File: config.mk
export PLATFORM = sky130hd
export DESIGN_NAME = seq_scan_ctrl
export DESIGN_NICKNAME = d
export VERILOG_FILES = /design/src/rtl/seq_scan_pkg.sv /design/src/rtl/seq_next_sel.sv /design/src/rtl/seq_scan_ctrl.sv
export SDC_FILE = /design/constraint.sdc
export NUM_CORES = 1
export LEC_CHECK = 0
export ABC_AREA = 1
export CORE_MARGIN = 2
export CORE_UTILIZATION = 33
export CTS_BUF_LIST = sky130_fd_sc_hd__clkbuf_16
export DETAILED_ROUTE_END_ITERATION = 8
export PLACE_DENSITY_LB_ADDON = 0.25
export SYNTH_ARGS = -nofsm -noshare
export SYNTH_HDL_FRONTEND = slang
export SYNTH_SLANG_ARGS = --single-unit
File: constraint.sdc
create_clock -name clk -period 5.65 [get_ports clk]
set_clock_uncertainty 0.15 [all_clocks]
set_input_delay 1.4125 -clock clk [delete_from_list [all_inputs] [get_ports clk]]
set_output_delay 1.4125 -clock clk [all_outputs]
set_load 0.005 [all_outputs]
File: src/rtl/seq_scan_pkg.sv
// Shared types and sizing for the sequential generator scan controller.
package seq_scan_pkg;

    localparam int NUM_GEN = 8;
    localparam int DATA_W  = 8;
    localparam int BURST_W = 4;
    localparam int IDX_W   = $clog2(NUM_GEN);
    localparam int CNT_W   = BURST_W + 1;

    typedef enum logic [2:0] {
        ST_IDLE,
        ST_CLEAR,
        ST_LOAD,
        ST_EMIT,
        ST_STEP,
        ST_NEXT
    } state_t;

    function automatic logic [IDX_W-1:0] lowest_set(input logic [NUM_GEN-1:0] mask);
        lowest_set = '0;
        for (int i = NUM_GEN - 1; i >= 0; i--) begin
            if (mask[i]) lowest_set = IDX_W'(i);
        end
    endfunction

    function automatic logic [NUM_GEN-1:0] onehot(input logic [IDX_W-1:0] idx);
        onehot      = '0;
        onehot[idx] = 1'b1;
    endfunction

endpackage

File: src/rtl/seq_next_sel.sv
// Combinational finder: lowest set mask bit strictly above idx, with found flag.
module seq_next_sel
    import seq_scan_pkg::*;
(
    input  logic [NUM_GEN-1:0] mask,
    input  logic [IDX_W-1:0]   idx,
    output logic [IDX_W-1:0]   next_idx,
    output logic               found
);

    always_comb begin
        next_idx = '0;
        found    = 1'b0;
        for (int i = 0; i < NUM_GEN; i++) begin
            if (!found && mask[i] && (i > int'(idx))) begin
                next_idx = IDX_W'(i);
                found    = 1'b1;
            end
        end
    end

endmodule

File: src/rtl/seq_scan_ctrl.sv
// Walks selected generators: clear, read burst_len terms via valid/ready, step between terms.
// Optional SEQ_SCAN_LOOP_EN adds loop_en to restart the scan instead of idling.
module seq_scan_ctrl
    import seq_scan_pkg::*;
(
    input  logic                      clk,
    input  logic                      reset,
    input  logic                      start,
    input  logic [NUM_GEN-1:0]        sel_mask,
    input  logic [BURST_W-1:0]        burst_len,
    input  logic [NUM_GEN*DATA_W-1:0] gen_val,
`ifdef SEQ_SCAN_LOOP_EN
    input  logic                      loop_en,
`endif
    output logic [NUM_GEN-1:0]        gen_clr,
    output logic [NUM_GEN-1:0]        gen_step,
    output logic                      out_valid,
    input  logic                      out_ready,
    output logic [IDX_W-1:0]          out_id,
    output logic [DATA_W-1:0]         out_data,
    output logic                      out_last,
    output logic                      busy,
    output logic                      done
);

    state_t              state;
    logic [NUM_GEN-1:0]  mask_q;
    logic [CNT_W-1:0]    burst_q;
    logic [CNT_W-1:0]    count;
    logic [IDX_W-1:0]    cur;
    logic [IDX_W-1:0]    next_idx;
    logic                found;
    logic                loop_go;
    logic [CNT_W-1:0]    count_inc;
    logic [DATA_W-1:0]   cur_val;

    seq_next_sel u_next_sel (
        .mask     (mask_q),
        .idx      (cur),
        .next_idx (next_idx),
        .found    (found)
    );

`ifdef SEQ_SCAN_LOOP_EN
    assign loop_go = loop_en;
`else
    assign loop_go = 1'b0;
`endif

    assign count_inc = count + CNT_W'(1);
    assign cur_val   = gen_val[DATA_W*int'(cur) +: DATA_W];
    assign busy      = (state != ST_IDLE);

    // Handshake: out_valid rises only on entry to EMIT and holds, with out_id/out_data/out_last
    // stable, until out_ready; a term transfers on a posedge where both are high.
    always_ff @(posedge clk) begin
        if (reset) begin
            state     <= ST_IDLE;
            mask_q    <= '0;
            burst_q   <= '0;
            count     <= '0;
            cur       <= '0;
            gen_clr   <= '0;
            gen_step  <= '0;
            out_valid <= 1'b0;
            out_id    <= '0;
            out_data  <= '0;
            out_last  <= 1'b0;
            done      <= 1'b0;
        end else begin
            gen_clr  <= '0;
            gen_step <= '0;
            done     <= 1'b0;
            case (state)
                ST_IDLE: begin
                    if (start) begin
                        if (sel_mask != '0) begin
                            mask_q  <= sel_mask;
                            burst_q <= (burst_len == '0) ? CNT_W'(1 << BURST_W) : {1'b0, burst_len};
                            cur     <= lowest_set(sel_mask);
                            gen_clr <= onehot(lowest_set(sel_mask));
                            state   <= ST_CLEAR;
                        end else begin
                            done <= 1'b1;
                        end
                    end
                end
                ST_CLEAR: begin
                    count <= '0;
                    state <= ST_LOAD;
                end
                ST_LOAD: begin
                    out_data  <= cur_val;
                    out_id    <= cur;
                    // Last term of the scan: final burst term and no selected generator above.
                    out_last  <= (count_inc == burst_q) && !found;
                    out_valid <= 1'b1;
                    state     <= ST_EMIT;
                end
                ST_EMIT: begin
                    if (out_ready) begin
                        out_valid <= 1'b0;
                        count     <= count_inc;
                        if (count_inc < burst_q) begin
                            gen_step <= onehot(cur);
                            state    <= ST_STEP;
                        end else begin
                            state <= ST_NEXT;
                        end
                    end
                end
                ST_STEP: begin
                    state <= ST_LOAD;
                end
                ST_NEXT: begin
                    if (found) begin
                        cur     <= next_idx;
                        gen_clr <= onehot(next_idx);
                        state   <= ST_CLEAR;
                    end else begin
                        done <= 1'b1;
                        if (loop_go) begin
                            cur     <= lowest_set(mask_q);
                            gen_clr <= onehot(lowest_set(mask_q));
                            state   <= ST_CLEAR;
                        end else begin
                            state <= ST_IDLE;
                        end
                    end
                end
                default: state <= ST_IDLE;
            endcase
        end
    end

endmodule

==> flow_summary.json, run 1 <==
{
  "status": "finished clean",
  "fmax_mhz": 310,
  "tightest_slew_ns": 0.850,
  "timing.rr.end": "out_data[5]",
  "hold_violations": 0,
  "yosysSeqAreaShare_pct": 37.2,
  "vias": 3139,
  "final_antenna_net_count": 0,
  "clock_sinks": 53,
  "synth_nets": 492,
  "finalInstanceArea_um2": 4160,
  "placement.io_buffers": 110,
  "antenna_found_initial": 0,
  "synth_area_um2": 2850,
  "layout-area-overhead-vs-synth_pct": 46.0,
  "gp_congestion": 0.871,
  "power_mw": 1.12,
  "cts_made_buffers": 5,
  "nets": 594,
  "cp-end-kind": "flip-flop",
  "netlist_top_cells_area": "dfxtp_1, nand2_1, a21oi_1",
  "max_stage_delay_ns": 0.46,
  "tns_ns": 0,
  "peakVddDrop_v": 0.000152,
  "post_cts_resize_count": 0,
  "fp.dieW_um": 97.0,
  "first_pass_iters": 5,
  "final_max_slew_viol_count": 0,
  "final_cell_count_no_fill": 613,
  "viasPerCell": 5.12,
  "clkTransAtPathRegs_ns": 0.06,
  "cp_max_fo": 14,
  "dpl_cell_area_um2": 4000,
  "synth_warnings": 0,
  "setup_ws_ns": 2.42,
  "initial_core_util_pct": 34.4,
  "drc": 0,
  "cp-startpoint": "sel_mask[2]",
  "clk_latency_ns": 0.30,
  "antenna_cells": 0,
  "post-place-ws_ns": 2.15,
  "cp.arrival_ns": 3.25,
  "hold_buffers": 0,
  "post_cts_buffers": 0,
  "drtIter0Drc": 154,
  "grt_max_degree": 33,
  "power.density_nw_per_um2": 268,
  "yosysTopAreaCell": "dfxtp_1",
  "avgRoutedWirePerCell_um": 15.0,
  "dp_hpwl_um": 7170,
  "fin_util_pct": 50.2,
  "rrSetupSlack_ns": 3.17,
  "clockBufferDepth": 2,
  "die-height_um": 97.0,
  "layout_min_cycle_time_ns": 3.23,
  "overflow": 0,
  "root_buffer": "clkbuf_16",
  "hold_start": "burst_q[2]",
  "fin_crit_sh_pct": 57.1,
  "grt_pass1_vias": 3018,
  "min_delay_path_depth": 2,
  "synth-seq-cells": 53,
  "cp_data_required_time_ns": 5.68,
  "ios": 111,
  "grt_pass1_wl_um": 14600,
  "syn_avg_cell_area_um2": 7.02,
  "cp_slowest_cell": "clkdlybuf4s50_1",
  "critPathKind": "input pin to flip-flop",
  "fp.dieArea_um2": 9400,
  "row_count": 33,
  "final_layout_size_suffix_gt1_share_pct": 5.91,
  "grt_use_total_pct": 19.0,
  "nFillCells": 846,
  "r2r-start": "cur[0]",
  "syn_inst": 406,
  "path_cells": "clkdlybuf4s50_1, nor2_1, inv_1, nor2_1, nand2_1, nand2_1, inv_1, nand4_1, inv_1, nand2_1, a21oi_1",
  "synth_top_area_share_pct": 37.2,
  "ff2ff_path_depth": 6,
  "ys_types": 36,
  "cts_tree": "done",
  "slew-limit-headroom_pct": 43.3,
  "rsz0062_at_grt": "false",
  "htreeDepth": 2,
  "placed_cells_incl_taps": 606,
  "min_to": "burst_q[2]",
  "start_kind": "input pin",
  "cellLeakagePower_nw": 1.69,
  "routed_wl_um": 9190,
  "fp.coreArea_um2": 8300,
  "min_path_type": "flip-flop to flip-flop",
  "setup_viol": 0,
  "max-cap-violations": 0,
  "hold_slack_ns": 0.315
}
==> registers in the layout, summed over array words and instances (netlist names) <==
signal and count:
gen_clr 8, gen_step 8, out_data 8, mask_q 7, burst_q 5, count 5
cur 3, out_id 3, state 3, done 1, out_last 1, out_valid 1
==> worst max-delay path by stage <==
stage / to / slack [ns] / cells after the start
floorplan: cur[1] / 3.05 / 10
global placement: gen_clr[2] / 2.18 / 11
detailed placement: gen_clr[6] / 2.15 / 4
CTS: gen_clr[6] / 2.45 / 4
global route: gen_clr[2] / 2.16 / 11
finish: gen_clr[2] / 2.42 / 11
==> cell families after synthesis <==
family | share of synthesized area, %
DFF | 37.2
buffers and inverters | 8.60
adders and majority gates | 2.63
and+or+nand+nor | 28.6
xor gates and xnor gates | 0.922
AOI/OAI and AO/OA | 22.1
==> power breakdown <==
group / switching (mW) / leakage (nW) / total, mW / internal (mW)
Clock: 0.135 / 0.0797 / 0.341 / 0.206
Combinational: 0.190 / 1.17 / 0.340 / 0.150
Sequential: 0.0323 / 0.433 / 0.437 / 0.404
Total: 0.357 / 1.69 / 1.12 / 0.761
==> worst max-delay path, delay by kind of cell <==
kind | cells | cell delay (ns)
AND/OR/NAND/NOR | 6 | 0.89
buffers and inverters | 4 | 0.87
AO/OA/AOI/OAI | 1 | 0.06
==> final cells by class <==
type | count | area [um^2] | area share [%]
clock buffers | 5 | 125 | 3.00
clock inverters | 2 | 35.0 | 0.841
inverters | 42 | 158 | 3.79
multi-input cells | 295 | 1550 | 37.1
flip-flops and latches | 53 | 1060 | 25.5
well taps | 105 | 131 | 3.16
repair buffers | 111 | 1110 | 26.6
==> layout by cell type (no fill, tap or decap), drive strengths merged, types with 2 or more instances in the layout <==
cell type / n
a211oi: 4
a21oi: 43
a221oi: 7
a22oi: 8
a31oi: 2
a32o: 3
clkbuf: 5
clkdlybuf4s50: 110
dfxtp: 53
ha: 6
inv: 42
nand2: 82
nand3: 18
nand4: 9
nor2: 58
nor3: 7
nor4: 2
o21ai: 34
o22ai: 3
xnor2: 2
==> synth_stat cells <==
| cell type | n |
|---|---|
| ha_1 | 6 |
| dfxtp_1 | 53 |
| nand4_1 | 6 |
| a21oi_1 | 43 |
| nor3_1 | 7 |
| xor2_1 | 1 |
| o31ai_1 | 1 |
| nor2_1 | 48 |
| o22ai_1 | 3 |
| a211oi_1 | 4 |
| o21ai_0 | 33 |
| nand3_2 | 1 |
| a221oi_1 | 7 |
| a31oi_1 | 2 |
| buf_4 | 3 |
| o21ai_1 | 1 |
| nor4_1 | 2 |
| nand4_2 | 3 |
| a41oi_1 | 1 |
| o21bai_1 | 1 |
| nor2_4 | 4 |
| inv_2 | 2 |
| nand3_1 | 17 |
| xnor2_1 | 2 |
| inv_1 | 40 |
| o21a_1 | 1 |
| clkbuf_1 | 5 |
| nand2_2 | 5 |
| or2_2 | 1 |
| nand2_1 | 77 |
| nor2_2 | 6 |
| a22oi_1 | 8 |
| buf_2 | 7 |
| a32o_1 | 3 |
| or4_1 | 1 |
| buf_6 | 1 |
==> layer usage <==
layer,GRT usage [%],wire [um]
met5,0,0
met4,6.28,188
met3,3.18,412
met2,33.3,4520
met1,23.6,4070
(Power assumes the default switching activity.)
==> run 2, diff against run 1 <==
clock period = 2.65 ns   (was 5.65 ns; I/O delays follow)
==> flow_summary.json, run 2 (synthesis gave the netlist of run 1 again) <==
{
  "status": "finished clean",
  "multi_input_area_um2": 1550,
  "hold_buffers": 0,
  "grt_pass1_vias": 3129,
  "peakVddDrop_v": 0.000285,
  "grt_use_total_pct": 19.5,
  "setup_viol": 0,
  "nFillCells": 827,
  "final_antenna_net_count": 0,
  "clock_sinks": 53,
  "clockBufferDepth": 2,
  "placement.io_buffers": 110,
  "initial_core_util_pct": 34.4,
  "slew-limit-headroom_pct": 61.7,
  "cp.arrival_ns": 1.51,
  "antenna_cells": 0,
  "fmax_mhz": 430,
  "vias": 3194,
  "ios": 111,
  "row_count": 33,
  "p_clk_share_pct": 27.8,
  "clk_latency_ns": 0.29,
  "htreeDepth": 2,
  "viasPerCell": 5.15,
  "combPwrFrac_pct": 32.7,
  "fin_util_pct": 50.6,
  "hold_violations": 0,
  "grt_pass1_wl_um": 15100,
  "finalInstanceArea_um2": 4200,
  "fp.coreArea_um2": 8300,
  "busiest_layer": "met2",
  "gr-usage-met2_pct": 34.5,
  "dp_hpwl_um": 7520,
  "placed_cells_incl_taps": 612,
  "fp.dieArea_um2": 9400,
  "layout-area-overhead-vs-synth_pct": 47.1,
  "power.density_nw_per_um2": 552,
  "final_max_slew_viol_count": 0,
  "tightest_slew_ns": 0.568,
  "dpl_cell_area_um2": 4050,
  "p_int_mw": 1.55,
  "layout_min_cycle_time_ns": 2.32,
  "post_cts_buffers": 0,
  "critPathKind": "flip-flop to output port",
  "mostFrequentLayoutCell": "clkdlybuf4s50_1",
  "max-cap-violations": 0,
  "cts_made_buffers": 5,
  "nets": 600,
  "post_cts_resize_count": 0,
  "cp-end-kind": "output port",
  "cp_max_fo": 5,
  "final_layout_size_suffix_gt1_share_pct": 6.99,
  "cp_data_required_time_ns": 1.84,
  "clkTransAtPathRegs_ns": 0.07,
  "first_pass_iters": 5,
  "min_path_type": "flip-flop to flip-flop",
  "rsz0062_at_grt": "false",
  "ff_latch_area_um2": 1060,
  "routed_wl_um": 9170,
  "seq_power_share_pct": 39.5,
  "fp.dieW_um": 97.0,
  "grtUsageMet3_pct": 3.76,
  "overflow": 0,
  "final_cell_count_no_fill": 620,
  "start_kind": "flip-flop",
  "tns_ns": 0,
  "grt_max_degree": 18,
  "cts_tree": "done",
  "p_sw_uw": 769,
  "gp_congestion": 0.885,
  "drc": 0,
  "cellLeakagePower_nw": 1.71,
  "grtUsageMet1_pct": 24.3,
  "avgRoutedWirePerCell_um": 14.8,
  "drtIter0Drc": 120,
  "swShare_pct": 33.2,
  "fin_crit_sh_pct": 87.7,
  "final_cell_mix": "clkdlybuf4s50_1, nand2_1, dfxtp_1",
  "die-height_um": 97.0,
  "antenna_found_initial": 0,
  "root_buffer": "clkbuf_16",
  "top_regs": "gen_clr (8), gen_step (8), out_data (8)"
}
==> run 2: changes by cell type in the layout (fill, tap and decap cells not counted) <==
| cell | delta |
|---|---|
| bufinv_16 | -1 |
| inv_6 | +1 |
| clkinv_1 | +1 |
| buf_4 | +6 |
| clkinv_2 | -1 |
| clkinv_4 | +1 |
==> run 2: final timing paths <==
| kind | startpoint | end | slack [ns] | depth (start not counted) |
|---|---|---|---|---|
| worst max register to register | count[0] | gen_step[2] | 0.40 | 10 |
| worst min register to register | burst_q[1] | burst_q[1] | 0.32 | 2 |
| worst max-delay path | state[2] | busy | 0.33 | 3 |
| worst min-delay path | burst_q[1] | burst_q[1] | 0.32 | 2 |
==> run 2: stage by stage <==
stage	power (mW)	hold slack (ns)	worst slack (ns)
after floorplan	1.37	0.280	0.731
after global placement	1.67	0.309	0.224
after detailed placement	1.68	0.311	0.178
after CTS	2.33	0.322	0.329
after global routing	2.46	0.344	0.165
final	2.32	0.316	0.326
==> run 2: power by group through the flow <==
| stage | sequential, mW | combinational, mW | clock, mW |
|---|---|---|---|
| after global placement | 0.930 | 0.744 | 0 |
| after floorplan | 0.913 | 0.454 | 0 |
| after detailed placement | 0.931 | 0.753 | 0 |
| final | 0.914 | 0.758 | 0.644 |
| after CTS | 0.914 | 0.758 | 0.658 |
| after global routing | 0.922 | 0.840 | 0.693 |
==> run 2: worst max-delay path, cell delays in order, from the launching register on <==
cell and delay, ns:
dfxtp_1 0.42, nor2_2 0.09, nand2_1 0.17, clkdlybuf4s50_1 0.54
==> run 2: routing by layer <==
layer | part of all wire (%) | up-vias
met5 | 0 | -
met4 | 2.0 | 0
met3 | 5.1 | 17
met2 | 49 | 102
met1 | 44 | 1478
li1 | - | 1597
==> run 2: area by class of cell <==
type                    count  share of cell area, %
well taps                 105                   3.13
clock buffers               5                   2.98
inverters                  42                   3.76
clock inverters             3                  0.507
repair buffers            117                   27.5
flip-flops and latches     53                   25.3
multi-input cells         295                   36.8
==> run 3, diff against run 2 <==
GPL_ROUTABILITY_DRIVEN = 1   (was unset)
==> results of run 3 <==
Final layout, timing and power as in run 2 (identical DEF).
